[config.mk]
export PLATFORM = sky130hd
export DESIGN_NAME = wu_burst_sched
export DESIGN_NICKNAME = d
export VERILOG_FILES = /design/src/rtl/wu_burst_sched.sv
export SDC_FILE = /design/constraint.sdc
export NUM_CORES = 1
export LEC_CHECK = 0
export BUFFER_PORTS_ARGS = -buffer_cell sky130_fd_sc_hd__buf_2
export CAP_MARGIN = 20
export CORE_MARGIN = 5
export CORE_UTILIZATION = 44
export CTS_BUF_LIST = sky130_fd_sc_hd__clkbuf_8
export DETAILED_ROUTE_END_ITERATION = 6
export PLACE_DENSITY_LB_ADDON = 0.25
export SYNTH_ARGS = -nofsm -noshare
export SYNTH_HDL_FRONTEND = slang
export SYNTH_SLANG_ARGS = --single-unit
[constraint.sdc]
create_clock -name clki -period 6.2 [get_ports clki]
set_input_delay 1.24 -clock clki [delete_from_list [all_inputs] [get_ports clki]]
set_output_delay 1.24 -clock clki [all_outputs]
set_load 0.01 [all_outputs]
[src/rtl/wu_burst_sched.sv]
// Wake-up burst sequencer: synchronizes the comparator, arms on a qualified rising
// edge and plays out guard, preamble and payload bits onto the T_0/T_1 modulator controls.
module wu_burst_sched #(
  parameter int unsigned CLK_DIV       = 100,
  parameter int unsigned GUARD_BITS    = 8,
  parameter int unsigned PREAMBLE_BITS = 192,
  parameter int unsigned PAYLOAD_BITS  = 808
) (
  input  logic       clki,
  input  logic       rst,
  input  logic       comp_out,
  input  logic       WU_valid,
  input  logic       arm,
  input  logic [7:0] pl_data,
  input  logic       pl_valid,
  output logic       pl_ready,
  output logic       T_0,
  output logic       T_1,
  output logic       data_clk_enb,
  output logic       busy,
  output logic [1:0] phase,
  output logic       done,
  output logic       abort
);

  // state    | meaning
  // IDLE     | waiting for a qualified comparator edge
  // GUARD    | leading bits, both controls low
  // PREAMBLE | alternating T_1 starting with 1
  // PAYLOAD  | prefetched bytes shifted out MSB first
  localparam logic [1:0] ST_IDLE     = 2'd0;
  localparam logic [1:0] ST_GUARD    = 2'd1;
  localparam logic [1:0] ST_PREAMBLE = 2'd2;
  localparam logic [1:0] ST_PAYLOAD  = 2'd3;

  localparam logic [15:0] DIV_LAST   = 16'(CLK_DIV - 1);
  localparam logic [15:0] GUARD_LAST = 16'(GUARD_BITS - 1);
  localparam logic [15:0] PRE_LAST   = 16'(PREAMBLE_BITS - 1);
  localparam logic [15:0] PAY_LAST   = 16'(PAYLOAD_BITS - 1);

  logic [2:0]  sync_buf;
  logic [1:0]  state;
  logic [15:0] div_cnt;
  logic [15:0] bit_cnt;
  logic [7:0]  pf_data;
  logic [7:0]  shift_reg;
  logic        pf_full;

  logic comp_edge;
  logic trigger;
  logic bit_end;
  logic byte_bound;
  logic pf_accept;

  assign comp_edge = (sync_buf[2:1] == 2'b01);
  assign trigger   = comp_edge & WU_valid & arm & (state == ST_IDLE);
  assign bit_end   = (state != ST_IDLE) && (div_cnt == DIV_LAST);
  assign pf_accept = pl_valid & ~pf_full;

  // Byte boundary is the start of the next payload bit whose index is a multiple of 8.
  assign byte_bound = bit_end &&
                      (((state == ST_PREAMBLE) && (bit_cnt == PRE_LAST)) ||
                       ((state == ST_PAYLOAD) && (bit_cnt[2:0] == 3'd7) &&
                        (bit_cnt != PAY_LAST)));

  assign pl_ready     = ~pf_full;
  assign busy         = (state != ST_IDLE);
  assign data_clk_enb = busy;
  assign phase        = state;

  always_ff @(posedge clki or posedge rst) begin
    if (rst) begin
      sync_buf  <= 3'b000;
      state     <= ST_IDLE;
      div_cnt   <= 16'd0;
      bit_cnt   <= 16'd0;
      pf_data   <= 8'd0;
      shift_reg <= 8'd0;
      pf_full   <= 1'b0;
      T_0       <= 1'b0;
      T_1       <= 1'b0;
      done      <= 1'b0;
      abort     <= 1'b0;
    end else begin
      sync_buf <= {sync_buf[1:0], comp_out};
      done     <= 1'b0;
      abort    <= 1'b0;

      if (pf_accept) begin
        pf_data <= pl_data;
        pf_full <= 1'b1;
      end

      if (trigger) begin
        state   <= ST_GUARD;
        div_cnt <= 16'd0;
        bit_cnt <= 16'd0;
        T_0     <= 1'b0;
        T_1     <= 1'b0;
      end else if (state != ST_IDLE) begin
        if (!bit_end) begin
          div_cnt <= div_cnt + 16'd1;
        end else begin
          div_cnt <= 16'd0;
          bit_cnt <= bit_cnt + 16'd1;
          case (state)
            ST_GUARD: begin
              if (bit_cnt == GUARD_LAST) begin
                state   <= ST_PREAMBLE;
                bit_cnt <= 16'd0;
                T_1     <= 1'b1;
                T_0     <= 1'b0;
              end
            end
            ST_PREAMBLE: begin
              if (bit_cnt == PRE_LAST) bit_cnt <= 16'd0;
              else T_1 <= bit_cnt[0];
            end
            ST_PAYLOAD: begin
              if (bit_cnt == PAY_LAST) begin
                state   <= ST_IDLE;
                bit_cnt <= 16'd0;
                done    <= 1'b1;
                T_0     <= 1'b0;
                T_1     <= 1'b0;
              end else if (bit_cnt[2:0] != 3'd7) begin
                T_1       <= shift_reg[7];
                T_0       <= ~shift_reg[7];
                shift_reg <= {shift_reg[6:0], 1'b0};
              end
            end
            default: ;
          endcase

          // Byte boundary: consume the prefetch or abandon the burst on underrun.
          if (byte_bound) begin
            if (!pf_full) begin
              state   <= ST_IDLE;
              bit_cnt <= 16'd0;
              abort   <= 1'b1;
              T_0     <= 1'b0;
              T_1     <= 1'b0;
              pf_full <= 1'b0;
            end else begin
              state     <= ST_PAYLOAD;
              shift_reg <= {pf_data[6:0], 1'b0};
              T_1       <= pf_data[7];
              T_0       <= ~pf_data[7];
              pf_full   <= 1'b0;
            end
          end
        end
      end
    end
  end

endmodule
---- After elaboration in Yosys (flattened, before gate mapping) ----
Index checks and enable logic that the tools add are counted.
word-level totals
  input bits .............................. 14
  output and inout port bits .............. 9
  register bits after elaboration ......... 58
cells by class
  multiplexer cells ....................... 59
  equality and inequality tests ........... 15
  reduce and logical (&&, ||, !) cells .... 17
  bitwise gates (word level) .............. 8
  add/subtract/negate cells ............... 2
operator list
  kind                                                     count
  2-to-1 mux 16 bit                                        11
  one-hot mux 16 bit (3 select lines)                      1
  2-to-1 mux 8 bit                                         5
  adder 16 x 1 -> 16 bit, second input constant            2
  2-to-1 mux 1 bit                                         32
  equality test 16 x 10 -> 1 bit, second input constant    1
  equality test 16 x 3 -> 1 bit, second input constant     1
  equality test 16 x 7 -> 1 bit, second input constant     1
  equality test 16 x 8 -> 1 bit, second input constant     1
  inequality test 16 x 10 -> 1 bit, second input constant  1
  2-to-1 mux 2 bit                                         7
  AND reduction 5 bit                                      2
  inequality test 4 bit, second input constant             2
  AND reduction 6 bit                                      1
  nonzero test 2 bit                                       3
  logical AND 1 bit                                        5
  inequality test 5 x 3 -> 1 bit, second input constant    1
  nonzero test 5 bit                                       1
  AND 1 bit                                                4
  equality test 2 x 1 -> 1 bit, second input constant      2
  equality test 2 bit, second input constant               2
  inequality test 4 x 3 -> 1 bit, second input constant    1
  NOT 1 bit                                                4
  one-hot mux 2 bit (2 select lines)                       1
  other kinds (9)                                          9

---- Longest topological paths before layout ----
Gate-level depths: netlist of the first run.
  word-level depth ........................ 9
  mapped depth ............................ 9
  depth with buffers taken out ............ 7

---- Worst setup path before layout of the first run ----
Ideal clock, no wire load.
  kind .................................... reg-to-output
  start ................................... register state[0], in the netlist phase[0]
  end ..................................... output port data_clk_enb
  arrival ................................. 1.132 ns
  setup slack ............................. 3.828 ns
  cell stages (with the launch flop) ...... 5
  required time ........................... 4.960 ns
  buffers on the path ..................... 2
  cell sequence ........................... dfrtp_1 -> buf_2 -> nor2_1 -> inv_2 -> buf_4
between the ends
  word-level cells in the longest chain between the ends .. 1
RTL lines
  item                    RTL line  source
  from (decl)             42        logic [1:0] state;
  from (signal assigned)  74        state <= ST_IDLE;
  from (signal assigned)  95        state <= ST_GUARD;
  from (signal assigned)  109       state <= ST_PREAMBLE;
  nonzero test 2 bit      67        assign busy = (state != ST_IDLE);
  to (decl)               19        output logic data_clk_enb,
Every way passes these cells.

---- Final worst setup path of the first run ----
Ends and elaborated chain as after synthesis.

==> impl_metrics.csv, run 1 <==
group,metric,value,unit
global_routing,gr-total-overflow,0,
power,seqPwrFrac,0.474,
logic_synthesis,async_flop_share,1.00,
sta,finalHoldViolations,0,
critical_path,critPathLaunchType,"register",
clock_network,clkSlewWorstSetupHoldPaths,0.07,ns
routing,antenna_left,0,
floorplanning,row_count,30,
critical_path,endpoint,"data_clk_enb",
sta,hold_ws,0.351,ns
placement,placed_cells,431,
floorplanning,coreArea,0.00683,sq mm
power,vdd_drop_max,0.191,mV
routing,vias_per_cell,5.72,
power,power_leakage,1.55,nW
sta,worst_pin_slew,0.719,ns
sta,fin_ws,3.30,ns
clock_network,cts_buffers,9,
sta,period_share,0.467,
critical_path,crit_path_end_kind,"primary output",
logic_synthesis,syn-num-nets,341,
critical_path,r2r_slack,3.68,ns
logic_synthesis,ys_seq_area_frac,0.465,
run,cap_violations,0,
placement,io_buffers,22,
routing,drtIter0Drc,173,
critical_path,crit_fanout,12,
floorplanning,die-area,0.00888,sq mm
placement,dp_hpwl,4620,um
clock_network,clockBufferDepth,2,
sta,fin_crit,2.90,ns
final_layout,area_delta_synth_final,12.7,%
clock_network,cts_tree,"yes",
critical_path,worstReg2RegStart,"div_cnt[0]",
power,p_comb_frac,0.135,
critical_path,reg2reg_depth,7,
routing,drc_errors,0,
logic_synthesis,synth_warnings,0,
clock_network,htreeDepth,3,
final_layout,drive_gt1_frac,0.194,
floorplanning,start_util,0.457,
placement,place_congestion,0.813,
sta,finalSetupTns,0,ns
power,intPower,680,uW
sta,fmax,0.345,GHz
power,swShare,0.284,
power,p_switching,270,uW
power,clkPwrFrac,0.391,
global_routing,grt_pass1_vias,2442,
hold_path,hold_path.class,"reg2reg",
sta,skew,0.00806,ns
critical_path,slowest_stage,"dfrtp_1",
critical_path,slowest_delay,0.53,ns
logic_synthesis,synth_area_leader_cell,"dfrtp_1",
logic_synthesis,synth_edf_count,0,
final_layout,stdcell_count,447,
floorplanning,die_y,94.2,um
logic_synthesis,avgSynthCellArea,9.63,sq um
floorplanning,pin_count,23,
clock_network,cts.repair.resized,0,
logic_synthesis,netlist_instances,324,
critical_path,critPathKind,"reg2out",
global_routing,grtUsageTotal,0.164,
power,powerDensity,270,mW/mm^2
sta,drv_slew,0,
placement,place_ws,3.59,ns
critical_path,r2r-end,"bit_cnt[11]",
critical_path,path_cells,"nor2_1 -> inv_2 -> buf_2",
final_layout,fin_util,0.515,
routing,wirelength,6710,um
final_layout,largestRegisters,"bit_cnt (16), div_cnt (16)",
clock_network,post_cts_buffers,0,
critical_path,cp.depth,3,
critical_path,startpoint,"phase[0]",
final_layout,n_antenna_cell,0,
sta,rsz0062_at_grt,"false",
sta,slew_headroom,0.521,
clock_network,hold_buffers,0,
floorplanning,die_w,94.2,um
logic_synthesis,synth_cell_types,54,
logic_synthesis,synth.top_cell.area_share,0.465,
outcome,status,"finished, final reports clean",
critical_path,crit_family,"flip-flops",
global_routing,grt_pass1_wl,11400,um
clock_network,cts-root-buf,"clkbuf_8",
clock_network,clock-sinks,58,
global_routing,grt_max_degree,59,
logic_synthesis,ys_top_cells_by_area,"dfrtp_1 (47%), nand2_1 (5.2%), nand3_1 (3.7%)",
global_routing,antenna_found_initial,0,
logic_synthesis,netlist_area,0.00312,sq mm
routing,drt_pass1_iterations,4,
logic_synthesis,synth.most_common_cell,"dfrtp_1",
critical_path,worstPathRequired,4.96,ns
critical_path,crit_buf_inv,2,
critical_path,cp.arrival,1.66,ns
sta,finalSetupViolCount,0,
logic_synthesis,synthTopCellsByCount,"dfrtp_1 (58), nand2_1 (43), nand3_1 (23)",
routing,wl_per_cell,15.0,um
final_layout,fin_nets,363,
logic_synthesis,synth_flop_cell,"dfrtp_1",
logic_synthesis,ys_seq_elements,58,
routing,vias,2557,
clock_network,clk_latency,0.34,ns
[power groups by stage]
stage | clock (mW) | sequential [mW] | combinational [mW]
2_1_floorplan | 0 | 0.444 | 0.0990
4_1_cts | 0.377 | 0.450 | 0.129
3_5_place_dp | 0 | 0.456 | 0.128
5_1_grt | 0.398 | 0.456 | 0.145
3_3_place_gp | 0 | 0.454 | 0.124
6_report | 0.372 | 0.450 | 0.128
[stage by stage]
step	power (mW)	instance area, sq um
6_report	0.950	3520
5_1_grt	0.999	3520
4_1_cts	0.956	3520
3_5_place_dp	0.585	3300
3_3_place_gp	0.578	3300
2_1_floorplan	0.543	3120
[layout by cell type, fill, tap and decap left out, types with 7 or more instances in the layout]
cell type | synthesis | routed
and3_1 | 11 | 11
o21ai_0 | 21 | 21
and2_1 | 11 | 11
clkbuf_8 | 0 | 12
nor3_1 | 8 | 8
nand3_1 | 23 | 23
buf_2 | 5 | 22
dfrtp_1 | 58 | 58
or3_1 | 7 | 7
nor2_1 | 17 | 17
nand2_1 | 43 | 43
a21oi_1 | 8 | 8
mux2_2 | 10 | 10
[final cells by class]
class,instances,area [sq um]
Clock buffer,12,165
Clock inverter,4,48.8
Fill cell,687,3310
Inverter,6,22.5
Multi-Input combinational cell,246,1580
Sequential cell,58,1450
Tap cell,96,120
Timing Repair Buffer,25,133
[layer usage]
layer,vias to the layer above,track usage,part of all wire
met2,67,0.248,0.46
met4,0,0.0818,0.022
met3,13,0.0337,0.046
met1,1245,0.222,0.47
li1,1232,-,-
met5,-,0,0
[kinds of logic (layout without fill, tap and decap cells)]
logic type	Yosys count	after routing	synth area share
AOI/OAI and AO/OA	72	72	0.168
xor gates and xnor gates	5	5	0.0140
buffers and inverters	20	47	0.0297
DFF	58	58	0.465
and+or+nand+nor	154	154	0.268
muxes	12	12	0.0425
adders and majority gates	3	3	0.0120
[worst min path at each step]
| stage | startpoint | slack (ns) | endpoint | cells after the start |
|---|---|---|---|---|
| 4_1_cts | sync_buf[0] | 0.36 | sync_buf[1] | 0 |
| 5_1_grt | sync_buf[0] | 0.37 | sync_buf[1] | 0 |
| 3_3_place_gp | sync_buf[0] | 0.34 | sync_buf[1] | 0 |
| 2_1_floorplan | sync_buf[0] | 0.33 | sync_buf[1] | 0 |
| 6_report | sync_buf[0] | 0.35 | sync_buf[1] | 0 |
| 3_5_place_dp | sync_buf[0] | 0.34 | sync_buf[1] | 0 |
Note: power is estimated with default switching activity, not from simulation.
==> run 2: changes to the inputs <==
Settings changed: ABC_AREA set to 1.
Clock period 6.2 ns to 2.9 ns, I/O delays scaled along.
==> run 2 against run 1 <==
Wire length rose by 16%. Combinational power fell by 71%. Sequential share of layout area fell by 3.8 points. Synthesized cell count rose by 40%. First-iteration DRC count rose by 15%. Critical path depth rose by 7. Register-to-register slack got worse by 2.9 ns. Clock-buffer cell count did not move. Utilization fell by 1.1 points. Die area rose by 10%. Setup slack got worse by 2.6 ns. Non-clock buffer count did not move. Critical path type is now reg2reg. Critical endpoint is now bit_cnt[6]. Largest power group unchanged.
==> impl_metrics.csv, run 2 <==
group,metric,value,unit
critical_path,crit_path_end_kind,"register",
critical_path,crit_fanout,17,
routing,wl_per_cell,13.3,um
sta,finalSetupTns,0,ns
global_routing,grt_pass1_vias,2911,
clock_network,htreeDepth,3,
final_layout,final_cell_mix,"nand2_1 (106), nor2_1 (59), dfrtp_1 (58)",
final_layout,drive_gt1_frac,0.176,
power,p_switching,349,uW
power,seqPwrFrac,0.503,
floorplanning,die_y,98.8,um
critical_path,critPathKind,"reg2reg",
logic_synthesis,syn-num-nets,469,
logic_synthesis,async_flop_share,1.00,
routing,wirelength,7770,um
critical_path,cp.arrival,2.39,ns
critical_path,startpoint,"div_cnt[0]",
routing,drtIter0Drc,199,
run,cap_violations,0,
logic_synthesis,synth_area_leader_cell,"dfrtp_1",
logic_synthesis,synth_cell_types,41,
sta,skew,0.0120,ns
placement,place_congestion,0.896,
sta,fmax,0.462,GHz
routing,vias,2974,
final_layout,mostFrequentLayoutCell,"nand2_1",
clock_network,cts.repair.resized,0,
logic_synthesis,synth_flop_cell,"dfrtp_1",
routing,drc_errors,0,
clock_network,cts_buffers,9,
logic_synthesis,synth.top_cell.area_share,0.418,
clock_network,clkSlewWorstSetupHoldPaths,0.07,ns
critical_path,worstPathRequired,3.13,ns
floorplanning,die_w,98.8,um
logic_synthesis,synth_adder_area_share,0.0108,
routing,highest_layer,"met4",
logic_synthesis,synth_edf_count,0,
logic_synthesis,muxShareOfSynthArea,0.0259,
floorplanning,pin_count,23,
placement,io_buffers,22,
clock_network,post_cts_buffers,0,
global_routing,grt_max_degree,26,
global_routing,grt_pass1_wl,13500,um
floorplanning,row_count,32,
logic_synthesis,ys_seq_elements,58,
final_layout,fin_nets,497,
logic_synthesis,yosys.area_share.simple,0.317,
power,swShare,0.212,
sta,period_share,0.746,
logic_synthesis,netlist_instances,452,
sta,slew_headroom,0.620,
sta,finalSetupViolCount,0,
routing,vias_per_cell,5.08,
global_routing,antenna_found_initial,0,
logic_synthesis,synth_warnings,0,
floorplanning,start_util,0.452,
sta,worst_pin_slew,0.566,ns
clock_network,hold_buffers,0,
sta,rsz0062_at_grt,"false",
clock_network,cts-root-buf,"clkbuf_8",
logic_synthesis,netlist_area,0.00347,sq mm
floorplanning,coreArea,0.00769,sq mm
final_layout,area_delta_synth_final,11.5,%
power,intPower,1.29,mW
sta,drv_slew,0,
sta,finalHoldViolations,0,
power,clkPwrFrac,0.474,
routing,antenna_left,0,
global_routing,gr-total-overflow,0,
logic_synthesis,synthTopCellsByCount,"nand2_1 (106), nor2_1 (59), dfrtp_1 (58)",
hold_path,hold_path.class,"in2async",
floorplanning,die-area,0.00977,sq mm
routing,wl_met3,384,um
power,power_leakage,1.98,nW
final_layout,n_antenna_cell,0,
sta,hold_ws,0.261,ns
critical_path,worstReg2RegStart,"div_cnt[0]",
placement,dp_hpwl,5780,um
power,vdd_drop_max,0.278,mV
logic_synthesis,avgSynthCellArea,7.68,sq um
sta,fin_crit,2.16,ns
logic_synthesis,synth_top_family_by_area,"simple AND/OR/NAND/NOR gates",
logic_synthesis,synthXorXnorAreaFrac,0.0353,
critical_path,critPathLaunchType,"register",
logic_synthesis,ys_top_cells_by_area,"dfrtp_1 (42%), nand2_1 (11%), nor2_1 (6.4%)",
logic_synthesis,synth.most_common_cell,"nand2_1",
clock_network,cts_tree,"yes",
clock_network,clock-sinks,58,
outcome,status,"finished, final reports clean",
clock_network,clockBufferDepth,2,
power,p_comb_frac,0.023,
routing,drt-met1-wl,3680,um
final_layout,fill_cells,775,
routing,drt_pass1_iterations,4,
power,powerDensity,425,mW/mm^2
clock_network,clk_latency,0.35,ns
global_routing,grtUsageTotal,0.172,
routing,route.met2.wl,3550,um
final_layout,largestRegisters,"bit_cnt (16), div_cnt (16)",
logic_synthesis,synth_compound_area_frac,0.111,
logic_synthesis,ys_seq_area_frac,0.418,
-- run 2: final cells by class --
cell class,count,area [sq um],area share
Inverter,57,219,0.0566
Clock buffer,12,165,0.0427
Clock inverter,3,38.8,0.0100
Tap cell,102,128,0.0330
Multi-Input combinational cell,329,1740,0.448
Sequential cell,58,1450,0.375
Timing Repair Buffer,25,133,0.0343
-- run 2: critical path, stage by stage (launching register included) --
cell	delay, ns
dfrtp_1	0.38
ha_1	0.23
nand2_1	0.07
nor2_1	0.13
nand2_1	0.14
nand2_2	0.25
nand2_2	0.24
inv_2	0.33
nand3_1	0.11
o21ai_0	0.11
a21oi_2	0.05
-- run 2: power by group through the flow --
stage	clock [mW]	combinational (mW)	sequential, mW
after floorplan	0	0.0220	0.840
after global placement	0	0.0383	0.841
after detailed placement	0	0.0392	0.842
after CTS	0.793	0.0391	0.826
after global routing	0.837	0.0448	0.828
final	0.780	0.0371	0.826
-- run 2: metal layers --
layer | up-vias | GRT usage
met5 | - | 0
met4 | 0 | 0.0725
met3 | 16 | 0.0524
met2 | 48 | 0.266
met1 | 1384 | 0.224
li1 | 1526 | -
-- run 2: worst paths after layout --
check	to	slack [ns]	cells after the start
min in group clki	sync_buf[0]	0.35	1
min	div_cnt[11]	0.26	2
max	bit_cnt[6]	0.74	10
max reg2reg	bit_cnt[6]	0.74	10
min reg2reg	sync_buf[1]	0.36	0
max in group asynchronous	pf_data[4]	1.97	3
-- run 2: stage by stage --
| step | power, mW | util | setup slack (ns) | cell area [sq um] | instances |
|---|---|---|---|---|---|
| 3_3_place_gp | 0.880 | 0.477 | 0.815 | 3670 | 571 |
| 6_report | 1.64 | 0.503 | 0.737 | 3870 | 586 |
| 5_1_grt | 1.71 | 0.503 | 0.478 | 3870 | 586 |
| 4_1_cts | 1.66 | 0.503 | 0.742 | 3870 | 586 |
| 2_1_floorplan | 0.862 | - | 0.892 | 3470 | 452 |
| 3_5_place_dp | 0.881 | 0.477 | 0.754 | 3670 | 571 |
-- run 2: cells by family after synthesis --
kind of cell,Yosys count
buffers and inverters,65
and+or+nand+nor,238
adders and majority gates,3
AOI/OAI and AO/OA,66
DFF,58
xor gates and xnor gates,14
muxes,8
